`src/rtl/zeroriscy_ppu_simd_ctrl.sv`:
```
// zeroriscy_ppu_simd_ctrl
// Issue/collect controller between the ID-stage PPU operand/operator signals
// and LANES posit processing units. Operands are split into equal lane slices,
// one operation is broadcast to every enabled lane, and lane results (which may
// arrive in any order and with any latency) are gathered into a registered
// packed result. Completion is signalled with a one-cycle ready pulse. A stuck
// lane is cut off by a completion timeout that raises err_o, and an in-flight
// operation can be killed with flush_i.
//
// Ports:
//   clk, rst_n        clock, asynchronous active-low reset
//   en_i              PPU instruction present in EX (held until ready_o)
//   flush_i           kill the in-flight operation
//   operand_a/b/c_i   packed operands, XLEN bits
//   operator_i        PPU operation, OP_W bits
//   lane_mask_i       per-lane participation mask
//   result_o          registered packed result
//   ready_o           one-cycle completion pulse
//   err_o             completion was forced by timeout (valid with ready_o)
//   lane_valid_o      per-lane issue strobe (registered)
//   lane_op_a/b/c_o   registered operand slices, lane i on [W*i +: W]
//   lane_operator_o   registered operator, broadcast to all lanes
//   lane_flush_o      one-cycle kill to all lanes (registered)
//   lane_valid_i      per-lane result strobe
//   lane_result_i     lane results, lane i on [W*i +: W]
module zeroriscy_ppu_simd_ctrl #(
  parameter int XLEN    = 32,
  parameter int LANES   = 2,
  // Matches PPU_OP_WIDTH of the core's PPU operator encoding.
  parameter int OP_W    = 5,
  parameter int TIMEOUT = 64
) (
  input  logic              clk,
  input  logic              rst_n,
  input  logic              en_i,
  input  logic              flush_i,
  input  logic [XLEN-1:0]   operand_a_i,
  input  logic [XLEN-1:0]   operand_b_i,
  input  logic [XLEN-1:0]   operand_c_i,
  input  logic [OP_W-1:0]   operator_i,
  input  logic [LANES-1:0]  lane_mask_i,
  output logic [XLEN-1:0]   result_o,
  output logic              ready_o,
  output logic              err_o,
  output logic [LANES-1:0]  lane_valid_o,
  output logic [XLEN-1:0]   lane_op_a_o,
  output logic [XLEN-1:0]   lane_op_b_o,
  output logic [XLEN-1:0]   lane_op_c_o,
  output logic [OP_W-1:0]   lane_operator_o,
  output logic              lane_flush_o,
  input  logic [LANES-1:0]  lane_valid_i,
  input  logic [XLEN-1:0]   lane_result_i
);

  localparam int W     = XLEN / LANES;
  localparam int CNT_W = $clog2(TIMEOUT);
  // Counter value seen during the last WAIT cycle before a forced completion.
  localparam logic [CNT_W-1:0] CNT_LAST = CNT_W'(TIMEOUT - 1);

  typedef enum logic [1:0] {
    ST_IDLE  = 2'd0,
    ST_ISSUE = 2'd1,
    ST_WAIT  = 2'd2,
    ST_DONE  = 2'd3
  } state_e;

  state_e            state_r, state_s;
  logic [LANES-1:0]  mask_r, mask_s;
  logic [LANES-1:0]  done_r, done_s;
  logic [CNT_W-1:0]  cnt_r, cnt_s;
  logic [XLEN-1:0]   result_r, result_s;
  logic [XLEN-1:0]   op_a_r, op_a_s;
  logic [XLEN-1:0]   op_b_r, op_b_s;
  logic [XLEN-1:0]   op_c_r, op_c_s;
  logic [OP_W-1:0]   operator_r, operator_s;
  logic [LANES-1:0]  lane_valid_r, lane_valid_s;
  logic              lane_flush_r, lane_flush_s;
  logic              ready_r, ready_s;
  logic              err_r, err_s;
  logic [LANES-1:0]  cap_s;
  logic              all_done_s;

  // Lanes whose result is accepted this cycle: enabled, not yet done, only while waiting.
  // A flush in the same cycle wins, so nothing is captured for a killed operation.
  always_comb begin
    cap_s = {LANES{1'b0}};
    if ((state_r == ST_WAIT) && !flush_i) begin
      cap_s = lane_valid_i & mask_r & ~done_r;
    end else begin
      cap_s = {LANES{1'b0}};
    end
  end

  // Every enabled lane has delivered, counting this cycle's captures.
  assign all_done_s = ((done_r | cap_s) == mask_r);

  // Next-state, capture and registered-output decode for the issue/collect sequence.
  always_comb begin
    state_s      = state_r;
    mask_s       = mask_r;
    done_s       = done_r;
    cnt_s        = cnt_r;
    result_s     = result_r;
    op_a_s       = op_a_r;
    op_b_s       = op_b_r;
    op_c_s       = op_c_r;
    operator_s   = operator_r;
    lane_valid_s = {LANES{1'b0}};
    lane_flush_s = 1'b0;
    ready_s      = 1'b0;
    err_s        = 1'b0;

    case (state_r)
      ST_IDLE: begin
        if (en_i && !flush_i) begin
          state_s      = ST_ISSUE;
          mask_s       = lane_mask_i;
          done_s       = {LANES{1'b0}};
          cnt_s        = {CNT_W{1'b0}};
          result_s     = {XLEN{1'b0}};
          op_a_s       = operand_a_i;
          op_b_s       = operand_b_i;
          op_c_s       = operand_c_i;
          operator_s   = operator_i;
          // Issue strobe is registered so it is high exactly during ISSUE.
          lane_valid_s = lane_mask_i;
        end else begin
          state_s = ST_IDLE;
        end
      end

      ST_ISSUE: begin
        if (flush_i) begin
          state_s      = ST_IDLE;
          lane_flush_s = 1'b1;
        end else if (mask_r == {LANES{1'b0}}) begin
          // Nothing was issued; retire immediately with an all-zero result.
          state_s = ST_DONE;
          ready_s = 1'b1;
        end else begin
          state_s = ST_WAIT;
        end
      end

      ST_WAIT: begin
        if (flush_i) begin
          state_s      = ST_IDLE;
          lane_flush_s = 1'b1;
        end else begin
          done_s = done_r | cap_s;
          // First strobe per lane wins; later strobes are already masked by done_r.
          for (int i = 0; i < LANES; i++) begin
            if (cap_s[i]) begin
              result_s[i*W +: W] = lane_result_i[i*W +: W];
            end else begin
              result_s[i*W +: W] = result_r[i*W +: W];
            end
          end
          cnt_s = cnt_r + 1'b1;
          if (all_done_s) begin
            state_s = ST_DONE;
            ready_s = 1'b1;
          end else if (cnt_r == CNT_LAST) begin
            // Missing lanes keep their zero slice.
            state_s = ST_DONE;
            ready_s = 1'b1;
            err_s   = 1'b1;
          end else begin
            state_s = ST_WAIT;
          end
        end
      end

      ST_DONE: begin
        // A flush here is ignored: the operation has already retired.
        state_s = ST_IDLE;
      end

      default: begin
        state_s = ST_IDLE;
      end
    endcase
  end

  // State, datapath and output registers with asynchronous clear.
  always_ff @(posedge clk or negedge rst_n) begin
    if (!rst_n) begin
      state_r      <= ST_IDLE;
      mask_r       <= {LANES{1'b0}};
      done_r       <= {LANES{1'b0}};
      cnt_r        <= {CNT_W{1'b0}};
      result_r     <= {XLEN{1'b0}};
      op_a_r       <= {XLEN{1'b0}};
      op_b_r       <= {XLEN{1'b0}};
      op_c_r       <= {XLEN{1'b0}};
      operator_r   <= {OP_W{1'b0}};
      lane_valid_r <= {LANES{1'b0}};
      lane_flush_r <= 1'b0;
      ready_r      <= 1'b0;
      err_r        <= 1'b0;
    end else begin
      state_r      <= state_s;
      mask_r       <= mask_s;
      done_r       <= done_s;
      cnt_r        <= cnt_s;
      result_r     <= result_s;
      op_a_r       <= op_a_s;
      op_b_r       <= op_b_s;
      op_c_r       <= op_c_s;
      operator_r   <= operator_s;
      lane_valid_r <= lane_valid_s;
      lane_flush_r <= lane_flush_s;
      ready_r      <= ready_s;
      err_r        <= err_s;
    end
  end

  assign result_o        = result_r;
  assign ready_o         = ready_r;
  assign err_o           = err_r;
  assign lane_valid_o    = lane_valid_r;
  assign lane_op_a_o     = op_a_r;
  assign lane_op_b_o     = op_b_r;
  assign lane_op_c_o     = op_c_r;
  assign lane_operator_o = operator_r;
  assign lane_flush_o    = lane_flush_r;

endmodule
```
`config.mk`:
```
export PLATFORM = sky130hd
export DESIGN_NAME = zeroriscy_ppu_simd_ctrl
export DESIGN_NICKNAME = d
export VERILOG_FILES = /design/src/rtl/zeroriscy_ppu_simd_ctrl.sv
export SDC_FILE = /design/constraint.sdc
export NUM_CORES = 1
export LEC_CHECK = 0
export ABC_CLOCK_PERIOD_IN_PS = 3600
export CAP_MARGIN = 20
export CORE_ASPECT_RATIO = 1.1
export CORE_MARGIN = 2
export CORE_UTILIZATION = 40
export DETAILED_ROUTE_END_ITERATION = 10
export PLACE_DENSITY = 0.89
export SLEW_MARGIN = 0
export SYNTH_ARGS = -nofsm -noshare
export SYNTH_HDL_FRONTEND = slang
export SYNTH_SLANG_ARGS = --single-unit
```
`constraint.sdc`:
```
create_clock -name clk -period 3.6 [get_ports clk]
set_input_delay 0.72 -clock clk [delete_from_list [all_inputs] [get_ports clk]]
set_output_delay 0.72 -clock clk [all_outputs]
set_load 0.01 [all_outputs]
```
-- Yosys cells after proc, flatten, opt, wreduce, memory -nomap -nowiden
Index checks and enable logic that the tools add are counted.
- register bits after elaboration: 150
- output and inout port bits: 138
- logic and storage cells: 71
- add/subtract/negate cells: 1
- eq/ne operators: 9
- muxes and demuxes: 32
- bitwise logic cells: 4
- reductions and logical operators: 11
- operators by type and width (operator ; number):
    2-to-1 mux 32 bit ; 2
    case mux 32 bit (2 select lines) ; 1
    2-to-1 mux 16 bit ; 2
    2-to-1 mux 1 bit ; 14
    2-to-1 mux 2 bit ; 7
    2-to-1 mux 6 bit ; 2
    case mux 6 bit (2 select lines) ; 1
    inequality test 2 bit (second input constant) ; 4
    case mux 2 bit (4 select lines) ; 1
    AND reduction 4 bit ; 2
    adder 6 x 1 -> 6 bit (second input constant) ; 1
    equality test 6 bit (second input constant) ; 1
    bitwise AND 2 bit ; 2
    equality test 2 bit (second input constant) ; 2
    logical NOT 2 bit ; 2
    case mux 2 bit (2 select lines) ; 1
    AND reduction 3 bit ; 1
    equality test 2 x 1 -> 1 bit (second input constant) ; 1
    equality test 2 bit ; 1
    logical AND 1 bit ; 2
    inverter 2 bit ; 1
    OR 2 bit ; 1
    case mux 1 bit (2 select lines) ; 1
    AND reduction 2 bit ; 1
    other kinds (3) ; 3

-- Logic depth before layout (Yosys ltp)
- word-level depth: 8
- depth in mapped cells: 9

-- Worst setup path after synthesis
Ideal clock, no wire load.
- path type: in2reg
- from: input flush_i
- to: register result_r[10], in the netlist result_o[10]
- library setup time: 0.121 ns
- data arrival time: 1.714 ns
- required time: 3.479 ns
- setup slack: 1.765 ns
- cell stages on the path: 5
- path buffers: 1
- cells stage by stage: nand3b_4 nor4_4 nor2_2 buf_6 a22o_1
- cells in the longest elaborated chain, start to end: 5
- elaborated cells on any way between the ends: 8
- RTL lines (item ; line ; source):
    start: declaration ; 36 ; input logic flush_i,
    logical NOT 1 bit ; 87, 115 ;
    logical AND 1 bit ; 87 ; if ((state_r == ST_WAIT) && !flush_i) begin
    2-to-1 mux 2 bit ; 87 ;
    inequality test 2 bit (no source line) ; -- ;
    AND reduction 4 bit (no source line) * ; -- ;
    end signal: assignment ; 192 ; result_r <= {XLEN{1'b0}};
    end signal: assignment ; 206 ; result_r <= result_s;
    end: declaration ; 71 ; logic [XLEN-1:0] result_r, result_s;
Every way passes the cells marked *; elsewhere a longest branch is shown, timed or not.
A chain may end at the register's enable or synchronous reset.

-- Final worst setup path
- from: input flush_i
- to: register result_r[0], in the netlist result_o[0]
Same word-level chain as after synthesis.

==> results.toml <==
[run_status]
status = "complete, no violations"

[sta]
worstMarginPinSlew_ns = 0.7088
whs_ns = 0.3455
rsz0062_at_grt = "false"
fin_tns_setup_ns = 0
fmax_ghz = 0.4131
final_max_slew_viol_count = 0
fin_crit_sh_pct = 67.24
hold_viol = 0
max_slew_margin_pct = 51.39
finalSetupViolations = 0
fin_worst_skew_ns = 0.01064
fin_crit_ns = 2.421

[synth]
ys_seq_area_share_pct = 64.52
synthCells = 406
synth_edf_count = 0
yosys_warnings = 0
synth_area_um2 = 5818
ys_seq_elements = 150
synthTopCellsByArea = "dfrtp_1, mux2_2, nand2_1"
synth_top_flop_cell = "dfrtp_1"
synth_cell_types = 36
avgSynthCellArea_um2 = 14.33
yosys.area.top_type = "dfrtp_1"
synth_top_area_share_pct = 64.52
async_flop_share_pct = 100.0
syn_nets = 551

[detailed_routing]
route.vias.total = 4349
wl_per_cell_um = 17.24
dr.pass1.iters = 4
wirelength_mm = 15.34
drc = 0
drt_iter0_markers = 235
ant_nets = 0
via_per_inst = 4.887

[place]
place.gp.congestion = 0.8779
dpl.hpwl_mm = 11.49
port_buffers = 278

[power_and_ir_drop]
leakage_nw = 3.939
vdd_ir_drop_max_uv = 292.2
p_per_area_nw_per_um2 = 488.4
p_total_w = 0.004546

[floorplanning]
die-area_um2 = 15530
die_h_um = 130.5
rows = 46
start_util_pct = 40.60
io_pins = 279
core_area_um2 = 14330
die_x_um = 119.0

[layout]
utilization_pct = 64.96
drive_gt1_share_pct = 20.06
syn_to_final_growth_pct = 60.00
fin_nets = 833
antennaDiodeCount = 0
fillCellCount = 1025

[critical_path]
worstPathMaxFanout = 18
arrival_ns = 2.76
crit_type = "in2reg"
cp-end-kind = "flip-flop"
cp.required_ns = 3.94
start_kind = "input port"

[clock_network]
cts.clk_slew.worst_paths_ns = 0.06
clkLatencyLatePin_ns = 0.41
cts_root_buf = "clkbuf_16"
clock_path_buffers = 2
cts_tree = "done"
clkSinkCount = 150
cts_resized = 0
hold_buffers = 0
post_cts_buffers = 0
htree_levels = 4
numCtsBuffers = 17

[global_route]
grt_pass1_vias = 4588
overflow = 0
antenna_found_initial = 0
grt_use_total_pct = 19.56
grt_pass1_wl_mm = 23.55
grt_max_degree = 79

[hold_path]
hp-class = "in2async"

[flow_run]
cap_viol_max_count = 0
critical path, stage by stage:
cell	delay [ns]
clkdlybuf4s50_1	0.77
nand3b_4	0.25
nor4_4	0.05
buf_4	0.20
nor2_2	0.52
a22o_1	0.23
Yosys cell counts (3+ instances only):
cell type and number:
xnor2_1 3, ha_1 4, a22o_1 16, nand2_1 38
inv_1 7, buf_2 12, nor3_1 5, o21ai_0 20
buf_4 5, nor2_1 13, dfrtp_1 150, mux2_2 101
per-stage QoR:
step / setup slack [ns] / std cells / area (µm²)
finish: 1.179 / 890 / 9309
global route: 1.103 / 890 / 9309
CTS: 1.228 / 890 / 9309
detailed placement: 0.7837 / 861 / 8791
global placement: 0.8710 / 861 / 8791
floorplan: 1.765 / 406 / 5818
flip-flops by register name (all words and copies together) (netlist names):
name,cells
lane_op_b_o,32
lane_op_c_o,32
lane_operator_o,5
lane_valid_o,2
err_o,1
mask_r,2
cnt_r,6
done_r,2
lane_op_a_o,32
result_o,32
lane_flush_o,1
ready_o,1
state_r,2
placed cells by master, fill, tap and decap left out, types with 5 or more instances in the layout:
cell,n
clkdlybuf4s50_1,277
dfrtp_1,150
mux2_2,101
nand2_1,38
o21ai_0,20
clkbuf_16,17
a22o_1,16
nor2_1,13
inv_1,7
nor3_1,5
per-layer routing:
layer | routed length, µm | up-vias | share of wire [%] | global-route usage [%]
met5 | 0 | - | 0 | 0
met4 | 238 | 0 | 1.6 | 6.653
met3 | 1311 | 20 | 8.5 | 7.899
met2 | 8202 | 217 | 53 | 35.46
met1 | 5591 | 2136 | 36 | 20.84
li1 | - | 1976 | - | -
layout make-up:
class / instances / area [µm²] / area share (%)
Clock buffer: 25 / 495.5 / 5.323
Multi-Input combinational cell: 228 / 1917 / 20.59
Tap cell: 192 / 240.2 / 2.581
Sequential cell: 150 / 3754 / 40.32
Clock inverter: 4 / 22.52 / 0.2419
Inverter: 7 / 26.28 / 0.2823
Timing Repair Buffer: 284 / 2854 / 30.66
cells by family (layout without fill, tap and decap cells):
| family | after synthesis | count (layout) | share of synthesized area (%) |
|---|---|---|---|
| compound gates | 45 | 45 | 5.355 |
| xor+xnor | 3 | 3 | 0.4517 |
| mux | 102 | 102 | 19.72 |
| flops | 150 | 150 | 64.52 |
| simple gates | 74 | 74 | 6.560 |
| buf+inv | 28 | 320 | 2.538 |
| fa+ha+maj | 4 | 4 | 0.8602 |
where the power goes:
part	total, W	leakage (nW)	internal, W	switching, W
sequential	0.00200	1.87	0.00189	0.000110
clock	0.00155	0.255	0.000939	0.000615
combinational	0.000992	1.82	0.000638	0.000354
total	0.00455	3.94	0.00347	0.00108
worst paths after layout:
| check | startpoint | to | slack, ns | cells past startpoint |
|---|---|---|---|---|
| worst min register to register | lane_op_a_o[26] | lane_op_a_o[26] | 0.50 | 1 |
| worst max register to register | state_r[1] | result_o[0] | 1.45 | 7 |
| worst max-delay path | flush_i | result_o[0] | 1.18 | 6 |
| min in group clk | lane_op_a_o[26] | lane_op_a_o[26] | 0.50 | 1 |
| worst min-delay path | rst_n | lane_op_b_o[21] | 0.35 | 1 |
| max in group asynchronous | rst_n | lane_op_b_o[5] | 2.51 | 2 |
No activity file was read; power rests on OpenSTA's default activity.
